`src/rtl/sd_pkg.sv`:
```
// Shared sigma-delta definitions: default widths, FSM states and window constants.
// Both the ADC front end and the DAC bitstream path take their width from here.
package sd_pkg;

    localparam int DATA_W_DEF      = 8;
    localparam int SYNC_STAGES_DEF = 2;

    // Last count of a decimation window at the default width.
    localparam logic [DATA_W_DEF-1:0] WIN_END = DATA_W_DEF'((1 << DATA_W_DEF) - 1);

    typedef enum logic [1:0] {
        IDLE   = 2'd0,
        SETTLE = 2'd1,
        RUN    = 2'd2
    } sd_state_e;

endpackage

```
`src/rtl/sd_adc_if.sv`:
```
// Comparator-side and sample-side signals of the sigma-delta ADC.
// The bench or game logic holds the master end; sd_adc holds the slave end.
interface sd_adc_if
    import sd_pkg::*;
#(
    parameter int DATA_W = DATA_W_DEF
);
    logic              Enable;
    logic              CompIn;
    logic              FbOut;
    logic [DATA_W-1:0] ADCout;
    logic              ADCvalid;

    modport master (
        output Enable,
        output CompIn,
        input  FbOut,
        input  ADCout,
        input  ADCvalid
    );

    modport slave (
        input  Enable,
        input  CompIn,
        output FbOut,
        output ADCout,
        output ADCvalid
    );
endinterface

```
`src/rtl/sync_ff.sv`:
```
// Flop chain for bringing an asynchronous input into the clk domain.
// Cleared asynchronously so no stale level survives a reset.
module sync_ff #(
    parameter int STAGES = 2
) (
    input  logic clk,
    input  logic rst_n,
    input  logic d_i,
    output logic q_o
);

    logic [STAGES-1:0] chain_q;

    always_ff @(posedge clk or negedge rst_n) begin
        if (!rst_n) begin
            chain_q <= '0;
        end else begin
            chain_q <= {chain_q[STAGES-2:0], d_i};
        end
    end

    assign q_o = chain_q[STAGES-1];

endmodule

```
`src/rtl/sd_adc.sv`:
```
// First-order sigma-delta ADC: closes the comparator/RC loop through FbOut and
// boxcar-decimates the feedback bitstream into one sample per 2^DATA_W clocks.
module sd_adc
    import sd_pkg::*;
#(
    parameter int DATA_W      = DATA_W_DEF,
    parameter int SYNC_STAGES = SYNC_STAGES_DEF
) (
    input  logic     CLK,
    input  logic     Reset_n,
    sd_adc_if.slave  bus
);

    localparam int ACC_W = DATA_W + 1;

    logic              comp_s;
    sd_state_e         state_q;
    logic              fb_q;
    logic [DATA_W-1:0] win_cnt_q;
    logic [ACC_W-1:0]  acc_q;
    logic [DATA_W-1:0] adc_q;
    logic              valid_q;

    logic              win_end_d;
    logic [ACC_W-1:0]  total_d;
    logic [DATA_W-1:0] sample_d;

    sync_ff #(
        .STAGES (SYNC_STAGES)
    ) u_sync (
        .clk   (CLK),
        .rst_n (Reset_n),
        .d_i   (bus.CompIn),
        .q_o   (comp_s)
    );

    // The feedback bit present at the window-end edge still belongs to the
    // closing window, so it is folded into the total here.
    always_comb begin
        win_end_d = (win_cnt_q == '1);
        total_d   = acc_q + ACC_W'(fb_q);
        sample_d  = total_d[DATA_W] ? '1 : total_d[DATA_W-1:0];
    end

    always_ff @(posedge CLK or negedge Reset_n) begin
        if (!Reset_n) begin
            state_q   <= IDLE;
            fb_q      <= 1'b0;
            win_cnt_q <= '0;
            acc_q     <= '0;
            adc_q     <= '0;
            valid_q   <= 1'b0;
        end else begin
            valid_q <= 1'b0;
            if (!bus.Enable) begin
                // Dropping Enable wins over a coinciding window end.
                state_q   <= IDLE;
                fb_q      <= 1'b0;
                win_cnt_q <= '0;
                acc_q     <= '0;
            end else begin
                case (state_q)
                    IDLE: begin
                        state_q <= SETTLE;
                        fb_q    <= 1'b0;
                    end
                    SETTLE, RUN: begin
                        fb_q <= comp_s;
                        if (win_end_d) begin
                            win_cnt_q <= '0;
                            acc_q     <= '0;
                            state_q   <= RUN;
                            // The settle window only lets the integrator converge.
                            if (state_q == RUN) begin
                                adc_q   <= sample_d;
                                valid_q <= 1'b1;
                            end
                        end else begin
                            win_cnt_q <= win_cnt_q + DATA_W'(1);
                            acc_q     <= total_d;
                        end
                    end
                    default: begin
                        state_q   <= IDLE;
                        fb_q      <= 1'b0;
                        win_cnt_q <= '0;
                        acc_q     <= '0;
                    end
                endcase
            end
        end
    end

    assign bus.FbOut    = fb_q;
    assign bus.ADCout   = adc_q;
    assign bus.ADCvalid = valid_q;

endmodule
```
`src/flat_wrapper.sv`:
```
// flat-port wrapper written by rule: the top's interface ports become plain ports
module sd_adc_flat import sd_pkg::*;
#(
    parameter int DATA_W      = DATA_W_DEF,
    parameter int SYNC_STAGES = SYNC_STAGES_DEF
)
  (CLK, Reset_n, bus_Enable, bus_CompIn, bus_FbOut, bus_ADCout, bus_ADCvalid);
  sd_adc_if #(.DATA_W(DATA_W)) bus_i ();
  input  logic CLK;
  input  logic Reset_n;
  input wire logic [$bits(bus_i.Enable)-1:0] bus_Enable;
  input wire logic [$bits(bus_i.CompIn)-1:0] bus_CompIn;
  output wire logic [$bits(bus_i.FbOut)-1:0] bus_FbOut;
  output wire logic [$bits(bus_i.ADCout)-1:0] bus_ADCout;
  output wire logic [$bits(bus_i.ADCvalid)-1:0] bus_ADCvalid;
  assign bus_i.Enable = bus_Enable;
  assign bus_i.CompIn = bus_CompIn;
  assign bus_FbOut = bus_i.FbOut;
  assign bus_ADCout = bus_i.ADCout;
  assign bus_ADCvalid = bus_i.ADCvalid;
  sd_adc #(.DATA_W(DATA_W), .SYNC_STAGES(SYNC_STAGES)) u_core (.CLK(CLK), .Reset_n(Reset_n), .bus(bus_i));
endmodule
```
`config.mk`:
```
export PLATFORM = sky130hd
export DESIGN_NAME = sd_adc_flat
export DESIGN_NICKNAME = d
export VERILOG_FILES = /design/src/rtl/sd_pkg.sv /design/src/rtl/sd_adc_if.sv /design/src/rtl/sync_ff.sv /design/src/rtl/sd_adc.sv /design/src/flat_wrapper.sv
export SDC_FILE = /design/constraint.sdc
export NUM_CORES = 1
export LEC_CHECK = 0
export CORE_MARGIN = 2
export CORE_UTILIZATION = 25
export CTS_CLUSTER_DIAMETER = 40
export DETAILED_ROUTE_END_ITERATION = 6
export GPL_ROUTABILITY_DRIVEN = 0
export HOLD_SLACK_MARGIN = 0.15
export SYNTH_ARGS = -nofsm -noshare
export SYNTH_HDL_FRONTEND = slang
export SYNTH_SLANG_ARGS = --single-unit
```
`constraint.sdc`:
```
create_clock -name CLK -period 3.4 [get_ports CLK]
set_input_delay 0.51 -clock CLK [delete_from_list [all_inputs] [get_ports CLK]]
set_output_delay 0.51 -clock CLK [all_outputs]
set_load 0.02 [all_outputs]
```
==> flow_summary.ini <==
[outcome]
outcome = complete, no violations

[route]
highest_layer = met4
drt-vias-per-instance = 4.744
wl_met3_um = 126
wl_met1_um = 1419
wl_met2_um = 1232
routed_wl_um = 2833
ant_nets = 0
firstDrtPassIters = 6
num_vias = 1110
drt-initial-drc-count = 79
drc = 0
routedWlPerCell_um = 12.11

[yosys]
yosysWarnings = 0
yosys.area_share.simple_pct = 18.13
seq_area_frac_synth_pct = 50.41
yosys.area_share.xor_xnor_pct = 3.984
synth_top_family_by_area = simple AND/OR/NAND/NOR gates
syn-num-nets = 153
synthAdderAreaFrac_pct = 4.878
synthMuxAreaShare_pct = 7.236
synthCells = 143
synth_area_um2 = 1539
synth.avg_cell_area_um2 = 10.76
ys_types = 36
synth_seq_cells = 31
synth-compound-area-share_pct = 12.76

[worst_setup_path]
crit_type = flip-flop to flip-flop
start_kind = flip-flop
worstPathArrival_ns = 2.17
required_ns = 3.57
slowest_stage = o21ai_1
cp_slowest_stage_delay_ns = 0.48
path_max_fanout = 8
endpoint_kind = flip-flop
crit_chain = ha_1 > ha_1 > nand3_1 > o21ai_1 > nand4_1 > mux2_2
cpMostUsedCell = ha_1
cp_top_family = compound AO/OA/AOI/OAI gates
crit_buf_inv = 0

[finish]
instances_no_fill = 234
drive_gt1_share_pct = 12.58
n_antenna_cell = 0
regArea_um2 = 775.7
multi_input_comb_area_um2 = 723.2
num-nets-final = 168
final_cell_mix = dfrtp_1 (31), clkdlybuf4s50_1 (13), nand3_1 (11)
synthToLayoutAreaGrowth_pct = 19.68
layout_commonest_cell = dfrtp_1
fillerInstances = 586

[sta]
setup_tns_ns = 0
final-max-slew-violation-count = 0
rsz0062_at_grt = no
relSlewSlack_pct = 63.04
fin_skew_ns = 0.005145
period_minus_slack_ns = 1.996
hold_violations = 0
finalSetupViolations = 0
tightest_slew_ns = 0.5506
max_clock_freq_mhz = 501.1
final.period_utilization_pct = 58.70

[grt]
first_global_vias = 1124
grt_overflow = 0
grt_max_degree = 32
grt_pass1_wl_um = 5168
antenna_found_initial = 0
grt_use_total_pct = 10.10

[min_path]
worstHoldPathType = flip-flop to flip-flop

[cts]
numCtsBuffers = 5
cts_hold_buf = 0
cts_tree = done
cts.sinks = 31
cts_root_buffer = clkbuf_8
insertion_delay_ns = 0.29
post_cts_buffers = 0
cts_resized = 0
clockBufferDepth = 2
clk_pin_slew_ns = 0.06
cts_max_level = 2

[floorplan]
pin_count = 14
die_y_um = 82.46
core.rowCount = 28
initial_core_util_pct = 25.99
die_width_um = 82.46
core-area_um2 = 5921
die_area_um2 = 6800

[placement]
numPortBuffers = 13
dp_cells = 226
dp_hpwl_um = 1987

[power_and_ir_drop]
leakagePower_nw = 0.8597
irDropWorstVdd_mv = 0.2566
p_per_area_nw_per_um2 = 409.5

[job]
max_cap_violations = 0
[area by class of cell]
class	count	area share [%]
well taps	75	5.095
inverters	3	0.6114
flip-flops and latches	31	42.12
multi-input cells	103	39.27
clock buffers	8	5.435
repair buffers	14	7.473
[cells by family after synthesis]
kind of cell	count (synthesis)
AOI/OAI and AO/OA	28
xor gates and xnor gates	7
buffers and inverters	9
DFF	31
muxes	10
adders and majority gates	6
and+or+nand+nor	52
[path summary, 6_finish.rpt]
path / from / endpoint / slack [ns] / cells past startpoint
worst max register to register: u_core.bus.FbOut / u_core.bus.ADCout[7] / 1.40 / 6
min in group asynchronous: Reset_n / u_core.bus.ADCout[6] / 0.61 / 2
worst min-delay path: u_core.u_sync.chain_q[0] / u_core.u_sync.chain_q[1] / 0.35 / 0
worst min register to register: u_core.u_sync.chain_q[0] / u_core.u_sync.chain_q[1] / 0.35 / 0
worst max-delay path: u_core.bus.FbOut / u_core.bus.ADCout[7] / 1.40 / 6
max in group asynchronous: Reset_n / u_core.acc_q[1] / 2.50 / 2
[Yosys cell counts]
cell | n | area [µm²]
nor2_2 | 1 | 6.260
dfrtp_1 | 31 | 775.7
a21boi_1 | 2 | 15.01
o21ai_0 | 5 | 25.02
nand4_2 | 1 | 12.51
mux2_2 | 9 | 101.4
o31ai_1 | 2 | 15.01
nand3_1 | 11 | 55.05
a21boi_0 | 1 | 7.510
a31oi_1 | 2 | 12.51
nand2_1 | 8 | 30.03
a21o_1 | 3 | 22.52
and2_1 | 1 | 6.260
o21ai_1 | 3 | 15.01
a21oi_1 | 1 | 5.000
buf_2 | 5 | 25.02
nor3b_1 | 1 | 7.510
xor2_1 | 3 | 26.28
clkbuf_1 | 1 | 3.750
a41oi_1 | 1 | 8.760
o21a_1 | 1 | 7.510
and3_1 | 2 | 12.51
ha_1 | 6 | 75.07
xnor2_1 | 4 | 35.03
or3_1 | 3 | 18.77
inv_1 | 3 | 11.26
nand3b_1 | 3 | 22.52
o21ba_2 | 1 | 10.01
nor2b_1 | 2 | 12.51
nand4_1 | 5 | 31.28
a22o_1 | 6 | 52.55
mux2i_1 | 1 | 10.01
and4_1 | 1 | 8.760
nor3_1 | 2 | 10.01
nor2_1 | 10 | 37.54
or4_1 | 1 | 7.510
[per-stage QoR]
stage / setup slack (ns) / power [W] / cell area, µm² / utilization [%] / hold WS [ns]
floorplan: 1.581 / 0.0004163 / 1539 / - / 0.2144
global placement: 1.317 / 0.0004381 / 1742 / 29.42 / 0.3324
detailed placement: 1.293 / 0.0004382 / 1742 / 29.42 / 0.3405
CTS: 1.377 / 0.0007645 / 1842 / 31.11 / 0.3551
global route: 1.197 / 0.0007859 / 1842 / 31.11 / 0.3602
finish: 1.404 / 0.0007542 / 1842 / 31.11 / 0.3526
[metal layers]
| metal | vias up | global-route usage, % |
|---|---|---|
| met5 | - | 0 |
| met4 | 0 | 5.000 |
| met3 | 7 | 3.261 |
| met2 | 24 | 14.84 |
| met1 | 530 | 13.30 |
| li1 | 549 | - |
[state kept, by name, indices dropped and copies added (netlist names)]
register / cells
u_core.acc_q: 9
u_core.bus.ADCout: 8
u_core.bus.ADCvalid: 1
u_core.bus.FbOut: 1
u_core.state_q: 2
u_core.u_sync.chain_q: 2
u_core.win_cnt_q: 8
[power by group]
part	switching, W	internal (W)	leakage, nW
registers	0.00000275	0.000374	0.427
clock network	0.000140	0.000185	0.0515
logic	0.0000342	0.0000188	0.382
(Power assumes the default switching activity.)
